<file path="src/rtl/mem_lsu_pkg.sv">
// mem_lsu_pkg: size encodings, FSM states and byte-mask helper shared by the LSU stage
package mem_lsu_pkg;
  typedef enum logic [1:0] {
    SZ_WORD   = 2'b00,
    SZ_HALF   = 2'b01,
    SZ_BYTE   = 2'b10,
    SZ_DOUBLE = 2'b11
  } size_e;
  typedef enum logic [1:0] {
    IDLE = 2'd0,
    REQ  = 2'd1,
    RSP  = 2'd2
  } state_e;
  function automatic logic [7:0] size_mask(input logic [1:0] sz);
    return sz == SZ_BYTE ? 8'h01 : sz == SZ_HALF ? 8'h03 : sz == SZ_WORD ? 8'h0F : 8'hFF;
  endfunction
endpackage

</file>
<file path="src/rtl/lsu_align.sv">
// lsu_align: store lane replication, byte enables, alignment fault check and load extraction/extension
module lsu_align
  import mem_lsu_pkg::*;
#(
  parameter int XLEN = 32
) (
  input  logic [2:0]                   chk_addr_i,
  input  logic [1:0]                   chk_size_i,
  output logic                         fault_o,
  input  logic [$clog2(XLEN/8)-1:0]    off_i,
  input  logic [1:0]                   size_i,
  input  logic                         sgn_i,
  input  logic [XLEN-1:0]              wdata_i,
  input  logic [XLEN-1:0]              rdata_i,
  output logic [XLEN/8-1:0]            be_o,
  output logic [XLEN-1:0]              wdata_o,
  output logic [XLEN-1:0]              rdata_o
);
  localparam int BE_W = XLEN / 8;
  logic [XLEN-1:0] sh, lm;
  logic sb;
  always_comb begin
    fault_o = (chk_size_i == SZ_HALF && chk_addr_i[0]) ||
              (chk_size_i == SZ_WORD && |chk_addr_i[1:0]) ||
              (chk_size_i == SZ_DOUBLE && (XLEN == 32 || |chk_addr_i));
    be_o = BE_W'(size_mask(size_i)) << off_i;
    wdata_o = size_i == SZ_BYTE ? {BE_W{wdata_i[7:0]}} :
              size_i == SZ_HALF ? {(BE_W/2){wdata_i[15:0]}} :
              size_i == SZ_WORD ? {(BE_W/4){wdata_i[31:0]}} : wdata_i;
    sh = rdata_i >> {off_i, 3'b000};
    lm = size_i == SZ_BYTE ? XLEN'(8'hFF) :
         size_i == SZ_HALF ? XLEN'(16'hFFFF) :
         size_i == SZ_WORD ? XLEN'(32'hFFFF_FFFF) : '1;
    sb = size_i == SZ_BYTE ? sh[7] : size_i == SZ_HALF ? sh[15] : sh[31];
    rdata_o = (sh & lm) | ({XLEN{sgn_i & sb}} & ~lm);
  end
endmodule

</file>
<file path="src/rtl/mem_stage_lsu.sv">
// mem_stage_lsu: MEM pipeline stage driving a req/gnt + rvalid data-memory port with MEM/WB registers
module mem_stage_lsu
  import mem_lsu_pkg::*;
#(
  parameter int XLEN   = 32,
  parameter int REG_W  = 5,
  parameter int CTRL_W = 2
) (
  input  logic                clk,
  input  logic                rst_n,
  input  logic                in_valid,
  input  logic [XLEN-1:0]     address_in,
  input  logic [XLEN-1:0]     data_write_in,
  input  logic [XLEN-1:0]     wb_data,
  input  logic                forward_e,
  input  logic [1:0]          size,
  input  logic                mem_read,
  input  logic                mem_write,
  input  logic                load_signed,
  input  logic [CTRL_W-1:0]   control_in,
  input  logic [REG_W-1:0]    regdst_in,
  output logic                stall,
  output logic                dmem_req,
  output logic                dmem_we,
  output logic [XLEN-1:0]     dmem_addr,
  output logic [XLEN/8-1:0]   dmem_be,
  output logic [XLEN-1:0]     dmem_wdata,
  input  logic                dmem_gnt,
  input  logic                dmem_rvalid,
  input  logic [XLEN-1:0]     dmem_rdata,
  output logic                out_valid,
  output logic [XLEN-1:0]     address_out,
  output logic [XLEN-1:0]     data_out,
  output logic [CTRL_W-1:0]   control_out,
  output logic [REG_W-1:0]    regdst_out,
  output logic                misalign
);
  localparam int OW = $clog2(XLEN/8);
  state_e state_q, state_d;
  logic [XLEN-1:0] addr_q, wdata_q;
  logic [1:0] size_q;
  logic sgn_q, we_q;
  logic [CTRL_W-1:0] ctrl_q;
  logic [REG_W-1:0] rd_q;
  logic cap, ov_d, mis_d, fault;
  logic [XLEN-1:0] ao_d, do_d, wd, ld;
  logic [CTRL_W-1:0] co_d;
  logic [REG_W-1:0] ro_d;
  logic [XLEN/8-1:0] be;
  lsu_align #(.XLEN(XLEN)) u_align (
    .chk_addr_i (address_in[2:0]),
    .chk_size_i (size),
    .fault_o    (fault),
    .off_i      (addr_q[OW-1:0]),
    .size_i     (size_q),
    .sgn_i      (sgn_q),
    .wdata_i    (wdata_q),
    .rdata_i    (dmem_rdata),
    .be_o       (be),
    .wdata_o    (wd),
    .rdata_o    (ld)
  );
  assign stall      = state_q != IDLE;
  assign dmem_req   = state_q == REQ;
  assign dmem_we    = dmem_req & we_q;
  assign dmem_addr  = dmem_req ? {addr_q[XLEN-1:OW], {OW{1'b0}}} : '0;
  assign dmem_be    = dmem_req ? be : '0;
  assign dmem_wdata = dmem_req ? wd : '0;
  always_comb begin
    state_d = state_q;
    cap     = 1'b0;
    ov_d    = 1'b0;
    ao_d    = address_out;
    do_d    = data_out;
    co_d    = control_out;
    ro_d    = regdst_out;
    mis_d   = misalign;
    case (state_q)
      IDLE: if (in_valid) begin
        if ((mem_read | mem_write) && !fault) begin
          cap     = 1'b1;
          state_d = REQ;
        end else begin
          ov_d  = 1'b1;
          ao_d  = address_in;
          do_d  = (mem_read | mem_write) ? '0 : address_in;
          co_d  = control_in;
          ro_d  = regdst_in;
          mis_d = mem_read | mem_write;
        end
      end
      REQ: if (dmem_gnt) begin
        state_d = we_q ? IDLE : RSP;
        if (we_q) begin
          ov_d  = 1'b1;
          ao_d  = addr_q;
          do_d  = addr_q;
          co_d  = ctrl_q;
          ro_d  = rd_q;
          mis_d = 1'b0;
        end
      end
      RSP: if (dmem_rvalid) begin
        state_d = IDLE;
        ov_d    = 1'b1;
        ao_d    = addr_q;
        do_d    = ld;
        co_d    = ctrl_q;
        ro_d    = rd_q;
        mis_d   = 1'b0;
      end
      default: state_d = IDLE;
    endcase
  end
  always_ff @(posedge clk) begin
    if (!rst_n) begin
      state_q     <= IDLE;
      addr_q      <= '0;
      wdata_q     <= '0;
      size_q      <= '0;
      sgn_q       <= 1'b0;
      we_q        <= 1'b0;
      ctrl_q      <= '0;
      rd_q        <= '0;
      out_valid   <= 1'b0;
      address_out <= '0;
      data_out    <= '0;
      control_out <= '0;
      regdst_out  <= '0;
      misalign    <= 1'b0;
    end else begin
      state_q     <= state_d;
      out_valid   <= ov_d;
      address_out <= ao_d;
      data_out    <= do_d;
      control_out <= co_d;
      regdst_out  <= ro_d;
      misalign    <= mis_d;
      if (cap) begin
        addr_q  <= address_in;
        wdata_q <= forward_e ? wb_data : data_write_in;
        size_q  <= size;
        sgn_q   <= load_signed;
        we_q    <= mem_write;
        ctrl_q  <= control_in;
        rd_q    <= regdst_in;
      end
    end
  end
endmodule

</file>
<file path="config.mk">
export PLATFORM = sky130hd
export DESIGN_NAME = mem_stage_lsu
export DESIGN_NICKNAME = d
export VERILOG_FILES = /design/src/rtl/mem_lsu_pkg.sv /design/src/rtl/lsu_align.sv /design/src/rtl/mem_stage_lsu.sv
export SDC_FILE = /design/constraint.sdc
export NUM_CORES = 1
export LEC_CHECK = 0
export CAP_MARGIN = 40
export CORE_MARGIN = 2
export CORE_UTILIZATION = 45
export CTS_CLUSTER_SIZE = 10
export DETAILED_ROUTE_END_ITERATION = 12
export GPL_ROUTABILITY_DRIVEN = 0
export PLACE_DENSITY_LB_ADDON = 0.05
export SETUP_SLACK_MARGIN = 0.1
export SLEW_MARGIN = 40
export SYNTH_ARGS = -nofsm -noshare
export SYNTH_HDL_FRONTEND = slang
export SYNTH_SLANG_ARGS = --single-unit
</file>
<file path="constraint.sdc">
create_clock -name clk -period 6.03 [get_ports clk]
set_input_delay 1.809 -clock clk [delete_from_list [all_inputs] [get_ports clk]]
set_output_delay 1.809 -clock clk [all_outputs]
set_load 0.05 [all_outputs]
</file>
==> impl_metrics.toml <==
[run_status]
status = "finished clean"

[routing]
first_pass_iters = 8
viasPerCell = 5.608
drt-total-wl_um = 26000
drt_iter0_drc = 625
drc_errors = 0
ant_nets = 0
routedWlPerCell_um = 18.76
vias = 7772

[cts]
cts_tree = "built"
clock_latency_ns = 0.42
post_cts_resized = 0
h-tree-depth = 4
clockBufferDepth = 2
cts_hold_buf = 0
numCtsBuffers = 17
cts_setup_buffers = 0
clk_pin_slew_ns = 0.06
cts-root-buf = "clkbuf_16"
cts_sinks = 150

[critical_path]
max_stage_delay_ns = 0.85
startpoint_type = "register"
slowest_stage = "clkdlybuf4s50_1"
required_ns = 4.22
path_cells = "inv_1 > ha_1 > buf_4 > nor2_1 > nand2_1 > a21oi_1 > clkdlybuf4s50_1"
reg2reg_slack_ns = 2.99
reg2reg_from = "state_q[0]$_SDFFE_PN0P_"
cp.depth = 7
crit_buf_inv = 3
endpoint_kind = "primary output"
worstPathArrival_ns = 3.02
r2r_cells = 7
r2r_end = "data_out[17]$_SDFFE_PN0P_"
crit_fanout = 25
critPathTopFamily = "buffers and inverters"
worstSetupPathType = "reg2out"

[timing]
post-route-period-util_pct = 80.03
drv_slew = 0
tns_ns = 0
grt_setup_unrepaired = "no"
timing.fmax_ghz = 0.2072
holdWs_ns = 0.4679
layout_setup_ws_ns = 1.204
min_period_ns = 4.826
finalSetupViolCount = 0
max_slew_margin_pct = 46.84
skew_ns = 0.007163
hold_viol_final = 0
tightest_slew_ns = 0.7974

[logic_synthesis]
synth_common_cells = "nand2_1 (196), dfxtp_1 (150), mux2i_1 (89)"
synth_top_area_share_pct = 38.11
ys.flop_type = "dfxtp_1"
post-synth-top-count-cell = "nand2_1"
synth_edf_count = 0
ys_seq_area_share_pct = 38.11
synth_area_leader_cell = "dfxtp_1"
synth_area_leaders = "dfxtp_1 (38%), mux2i_1 (11%), nand2_1 (9.3%), o211a_1 (9.0%), a21boi_0 (4.2%)"
syn-cell-area_um2 = 7880
synth_seq_cells = 150
avgSynthCellArea_um2 = 8.584
ys_async_sr_fraction_pct = 0
yosysWarnings = 0
yosysUniqueCellTypes = 41
synth_cells = 918

[worst_hold_path]
holdPathStages = 2
hold_end = "rd_q[0]$_SDFFE_PN0P_"
hp-start = "rd_q[0]$_SDFFE_PN0P_"
hold_path.class = "reg2reg"

[place]
io_buffers = 287
place_area_um2 = 10780
dp_hpwl_um = 18140
post-place-ws_ns = 1.670

[global_route]
grt_antenna_before_repair = 0
use_met3_pct = 4.996
use_met2_pct = 44.70
grt_pass1_vias = 7320
top_usage_layer = "met2"
grt_use_total_pct = 28.21
grt-ovfl-total = 0
gr-usage-met1_pct = 38.49
grt_start_max_net_pins = 144
grt_pass1_wl_um = 40670

[cells_and_area]
final_nets = 1300
postLayoutCellArea_um2 = 11400
final_util_pct = 66.14
n_antenna_cell = 0
syn2layout_area_growth_pct = 44.68
drive_gt1_share_pct = 5.599
nFillCells = 1501

[floorplan]
fp.dieW_um = 136.3
io_pins = 290
rows = 48
core-area_um2 = 17240
dieArea_um2 = 18590
initial_core_util_pct = 45.72
die-height_um = 136.3

[power]
power.density_nw_per_um2 = 283.2
p_leak_nw = 4.714
ir_drop_mv = 0.2312

[flow_run]
cap_violations = 0
## cell type report
type,count,area (µm²),area share [%]
multi-input combinational,672,4494,39.42
sequential,150,3003,26.34
timing repair buffer,299,2978,26.12
clock buffer,19,442.9,3.885
tap,225,281.5,2.469
clock inverter,13,171.4,1.504
inverter,8,30.03,0.2634
## report_power, final
group / internal (mW) / switching [mW]
logic: 0.367 / 0.591
registers: 1.09 / 0.0652
clock network: 0.669 / 0.444
total: 2.13 / 1.10
## placed cells by master, fill, tap and decap left out, drive strengths merged, types with 10 or more instances in the layout
cell	n
o21ai	56
a21oi	41
nor2	13
a21boi	44
nor2b	11
inv	10
nand2	196
a31oi	24
a222oi	24
clkbuf	19
clkdlybuf4s50	285
dfxtp	150
and2	49
o211a	71
buf	14
mux2i	89
## logic make-up (layout without fill, tap and decap cells)
family	count (synthesis)	count (layout)	synth area share, %
AOI/OAI and AO/OA	284	284	27.07
and+or+nand+nor	281	281	15.70
DFF	150	150	38.11
muxes	99	99	12.88
buffers and inverters	97	339	5.240
adders and majority gates	6	6	0.9527
other	1	2	0.04759
## registers in the layout, indices dropped and copies added (netlist names), 2 cells and up
| name | flops |
|---|---|
| state_q | 2 |
| regdst_out | 5 |
| data_out | 32 |
| wdata_q | 32 |
| addr_q | 32 |
| size_q | 2 |
| control_out | 2 |
| address_out | 32 |
| rd_q | 5 |
| ctrl_q | 2 |
## metrics by stage
step | power, mW | std cells
3_5_place_dp | 2.136 | 1354
6_report | 3.229 | 1386
2_1_floorplan | 1.778 | 919
3_3_place_gp | 2.128 | 1354
5_1_grt | 3.357 | 1386
4_1_cts | 3.244 | 1386
## routing by layer
metal / vias to the layer above / wire, µm
met5: - / 0
met1: 3662 / 11460
met3: 39 / 1784
li1: 3761 / -
met2: 310 / 12080
met4: 0 / 681
## worst min-delay path: cells and delay by family, from the launching register on
family / cells / cell delay [ns]
AO/OA/AOI/OAI: 1 / 0.06
AND/OR/NAND/NOR: 1 / 0.05
flip-flops: 1 / 0.31
## how the worst max path moves through the flow
stage | from | slack, ns | end
2_1_floorplan | state_q[1]$_SDFFE_PN0P_ | 1.67 | dmem_be[3]
3_3_place_gp | size_q[0]$_SDFFE_PN0P_ | 1.72 | dmem_wdata[22]
3_5_place_dp | size_q[0]$_SDFFE_PN0P_ | 1.67 | dmem_wdata[21]
4_1_cts | size_q[0]$_SDFFE_PN0P_ | 1.21 | dmem_wdata[19]
5_1_grt | size_q[0]$_SDFFE_PN0P_ | 1.01 | dmem_wdata[22]
6_report | size_q[0]$_SDFFE_PN0P_ | 1.20 | dmem_wdata[20]
Note: power is estimated with default switching activity, not from simulation.
==> edit 1: new RTL, config.mk and constraints unchanged <==
`XLEN` is set to 32 in 2 places; all go to 64.
--- a/src/rtl/lsu_align.sv
+++ b/src/rtl/lsu_align.sv
@@ -3,5 +3,5 @@
   import mem_lsu_pkg::*;
 #(
-  parameter int XLEN = 32
+  parameter int XLEN = 64
 ) (
   input  logic [2:0]                   chk_addr_i,
--- a/src/rtl/mem_stage_lsu.sv
+++ b/src/rtl/mem_stage_lsu.sv
@@ -3,5 +3,5 @@
   import mem_lsu_pkg::*;
 #(
-  parameter int XLEN   = 32,
+  parameter int XLEN   = 64,
   parameter int REG_W  = 5,
   parameter int CTRL_W = 2
Interface: changed (9 resized); port bits go from 290 to 550. No check against the original RTL was run, so the function may have changed too.
==> edit 1 against the unedited design <==
Sequential cell count rose by 128; count of clock-buffer cells in the layout up 24; largest power group unchanged; combinational power up 120%; synthesized area is 97% higher; routed wire length rose by 150%; total power grew 89%; largest cell class unchanged; design area grew 95%; worst setup slack worse by 0.44 ns.
==> edit 1: results <==
logic_synthesis:
  async_flop_share_pct: 0
  yosys-top-cells-area: "dfxtp_1 (36%), mux2i_1 (12%), nand2_1 (6.9%), a211oi_1 (6.9%), a21oi_1 (6.1%)"
  synth-seq-area-share_pct: 35.84
  synth-seq-cells: 278
  synth_cell_type_count: 55
  synth_commonest_cells: "nand2_1 (287), dfxtp_1 (278), mux2i_1 (192)"
cts:
  clock_latency_ns: 0.51
  clock_path_buffers: 3
  cts_made_buffers: 35
  path_clk_slew_ns: 0.05
global_route:
  grt_antenna_before_repair: 7
  grt_pass1_wl_mm: 96.66
  grtUsageTotal_pct: 34.76
  grtUsageMet3_pct: 7.489
  grt_max_degree: 187
  first_global_vias: 15740
  grtUsageMet2_pct: 57.95
  use_met1_pct: 44.42
cells_and_area:
  nonClockBufferCount: 572
  seq_area_sq_mm: 0.005570
  fill_cells: 2934
  clock_cell_area_share_pct: 4.418
  multi_input_area_share_pct: 41.71
  nonClkBufAreaFrac_pct: 25.90
  clkbuf_count: 43
  n_all_inverters: 11
  seq_share_pct: 25.09
  multi_input_cells: 1416
  diodes: 6
setup_path:
  reg2reg_depth: 6
  worst-path-max-fanout: 45
  critPathArrivalTime_ns: 3.46
  worstSetupStartpoint: "state_q[1]"
  ff2ff_setup_slack_ns: 2.21
  endpoint: "dmem_wdata[35]"
  cp_slowest_stage_delay_ns: 0.90
detailed_routing:
  dr.pass1.iters: 9
  via_per_inst: 5.916
  wl_per_cell_microns: 23.24
  met3_length_mm: 6.020
  drtIter0Drc: 1579
  routed-wl-met2_mm: 30.41
  wl_met1_mm: 25.77
placement:
  dpl-instance-area_sq_mm: 0.02114
  port_buffers: 546
pwr:
  power_combinational_mw: 2.06
  powerSeq_mw: 2.17
  p_switching_mw: 2.233
  vdd_drop_max_uv: 251.8
  p_leak_nw: 7.736
timing:
  tightest_slew_ns: 0.8720
  skew_ns: 0.01943
status:
  status: "complete, no violations"
[edit 1: changes by cell type in the layout (fill, tap and decap cells not counted), sizes merged, moves of 91 or more]
cell,change
a211oi,+135
a21oi,+160
clkdlybuf4s50,+259
dfxtp,+128
mux2i,+103
nand2,+91
nor2,+173
[edit 1: per-stage QoR]
stage / hold WS [ns] / instances / power, mW / worst slack (ns)
after floorplan: 0.4360 / 1887 / 3.451 / 1.547
final: 0.4551 / 2786 / 6.117 / 0.7643
after global placement: 0.4396 / 2729 / 4.211 / 1.163
after detailed placement: 0.4428 / 2730 / 4.235 / 1.361
after CTS: 0.4502 / 2778 / 6.114 / 0.7956
after global routing: 0.4779 / 2784 / 6.350 / 0.6462
[edit 1: cells by family (layout without fill, tap and decap cells)]
family,count (synthesis),count (layout),share of synthesized area [%]
other,1,9,0.02415
adders and majority gates,8,8,0.6446
muxes,244,244,18.25
AOI/OAI and AO/OA,552,552,23.22
buffers and inverters,193,631,5.004
DFF,278,278,35.84
and+or+nand+nor,609,609,17.02
==> edit 2: new RTL, same flow settings <==
Without the edit above. Make the reset (`rst_n`) asynchronous in one clocked block.
--- a/src/rtl/mem_stage_lsu.sv
+++ b/src/rtl/mem_stage_lsu.sv
@@ -113,5 +113,5 @@
     endcase
   end
-  always_ff @(posedge clk) begin
+  always_ff @(posedge clk or negedge rst_n) begin
     if (!rst_n) begin
       state_q     <= IDLE;
Check against the original RTL: differs if rst_n is asserted again (counterexample within 4 cycles, from zero or initial values and one cycle with rst_n low); with rst_n held inactive, the same outputs for 4 cycles.
==> edit 2 against the unedited design <==
Global-route usage decreased by 0.95 points; die area increased by 1.9%; register-to-register slack got worse by 0.25 ns; synthesized area increased by 2.0%; design area increased by 1.8%; sequential cell count unchanged; routed wire length decreased by 2.8%; worst setup slack got worse by 0.18 ns; critical endpoint is now dmem_be[3].
Power is not compared: it rests on default switching activity, and its combinational part moved more than twofold at a synthesized area within 25%.
==> edit 2: results <==
cells_and_area:
  fill_cells: 1439
  layout-drive-gt1-share_pct: 11.34
  final_nets: 1215
logic_synthesis:
  synth-seq-area-share_pct: 46.72
  synth_edf_count: 0
  async_flop_share_pct: 100.0
  ys_warn_count: 0
  yosys-top-cells-area: "dfrtp_1 (47%), mux2i_1 (12%), mux2_2 (7.1%), o21ai_0 (4.9%), a21oi_1 (4.3%)"
  netlist_instances: 810
  synth_commonest_cells: "dfrtp_1 (150), mux2i_1 (94), nand2_1 (83)"
  synth_cell_type_count: 39
detailed_routing:
  wl_per_cell_microns: 19.40
  dr.pass1.iters: 8
  drtIter0Drc: 576
  routed-via-count: 7155
  via_per_inst: 5.491
status:
  status: "complete, no violations"
timing:
  skew_ns: 0.01171
  slew_violations: 0
  fmax_mhz: 199.9
  fin_hold_ws_ns: 0.4746
  tightest_slew_ns: 0.8088
global_route:
  grt_pass1_wl_mm: 39.00
  grt_antenna_before_repair: 0
  first_global_vias: 6947
  grtUsageTotal_pct: 27.25
  grt_max_degree: 75
cts:
  cts_root_buffer: "clkbuf_16"
  ctsHtreeMaxLevel: 4
  clock_path_buffers: 2
  path_clk_slew_ns: 0.06
  cts_setup_buffers: 0
  postCtsResizedCells: 0
  clock_latency_ns: 0.43
  cts_made_buffers: 17
placement:
  post-place-ws_ns: 1.477
  port_buffers: 287
  dp_cells: 1269
  dp_hpwl_mm: 18.47
pwr:
  p_leak_nw: 4.779
  vdd_drop_max_uv: 469.8
setup_path:
  ff2ff_setup_slack_ns: 2.74
  worst-path-max-fanout: 31
  critPathArrivalTime_ns: 3.19
min_path:
  hp-class: "flop to flop"
edit 2: power by group:
| group | switching [mW] | internal, mW | total [mW] |
|---|---|---|---|
| clock network | 0.450 | 0.583 | 1.03 |
| logic | 3.00 | 1.68 | 4.68 |
| registers | 0.378 | 1.52 | 1.90 |
| total | 3.82 | 3.79 | 7.61 |
edit 2: kinds of logic (layout without fill, tap and decap cells):
family	Yosys count	count (layout)	synth area share (%)
AO/OA/AOI/OAI	206	206	16.32
multiplexers	146	146	19.14
flip-flops	150	150	46.72
adder cells (fa/ha/maj)	6	6	0.9344
buffers and inverters	76	341	4.034
other	1	4	0.04668
AND/OR/NAND/NOR	225	225	12.80
edit 2: critical path, cell delays in order, from the launching register on:
cell	delay (ns)
dfrtp_1	0.41
inv_1	0.10
ha_2	0.57
inv_1	0.51
a211oi_1	0.32
clkdlybuf4s50_1	0.85
edit 2: cell type report:
cell class	count	area (sq um)	share of cell area, %
Clock inverter	13	122.6	1.057
Antenna cell	2	5.005	0.04314
Timing Repair Buffer	302	2982	25.70
Multi-Input combinational cell	585	3988	34.37
Clock buffer	19	442.9	3.818
Tap cell	225	281.5	2.426
Inverter	7	26.28	0.2265
Sequential cell	150	3755	32.36
edit 2: stage by stage:
stage	util (%)	total power, mW	instance area (sq um)
CTS	66.82	7.657	11600
finish	66.85	7.612	11600
global placement	63.44	6.537	11010
floorplan	-	5.087	8038
detailed placement	63.56	6.599	11030
global route	66.82	8.063	11600
edit 2: path summary, 6_finish.rpt:
check,cells after the start,from,end
max,5,state_q[1],dmem_be[3]
min,2,misalign,misalign
max reg2reg,9,state_q[1],data_out[4]
min reg2reg,2,misalign,misalign
max in group asynchronous,2,rst_n,control_out[1]
min in group asynchronous,1,rst_n,regdst_out[0]
edit 2: per-layer routing:
layer | vias to the layer above | global-route usage, % | wire, microns
met5 | - | 0 | 0
met4 | 0 | 11.11 | 733
met3 | 47 | 6.623 | 2110
met2 | 314 | 42.87 | 11790
met1 | 3400 | 36.14 | 10650
li1 | 3394 | - | -
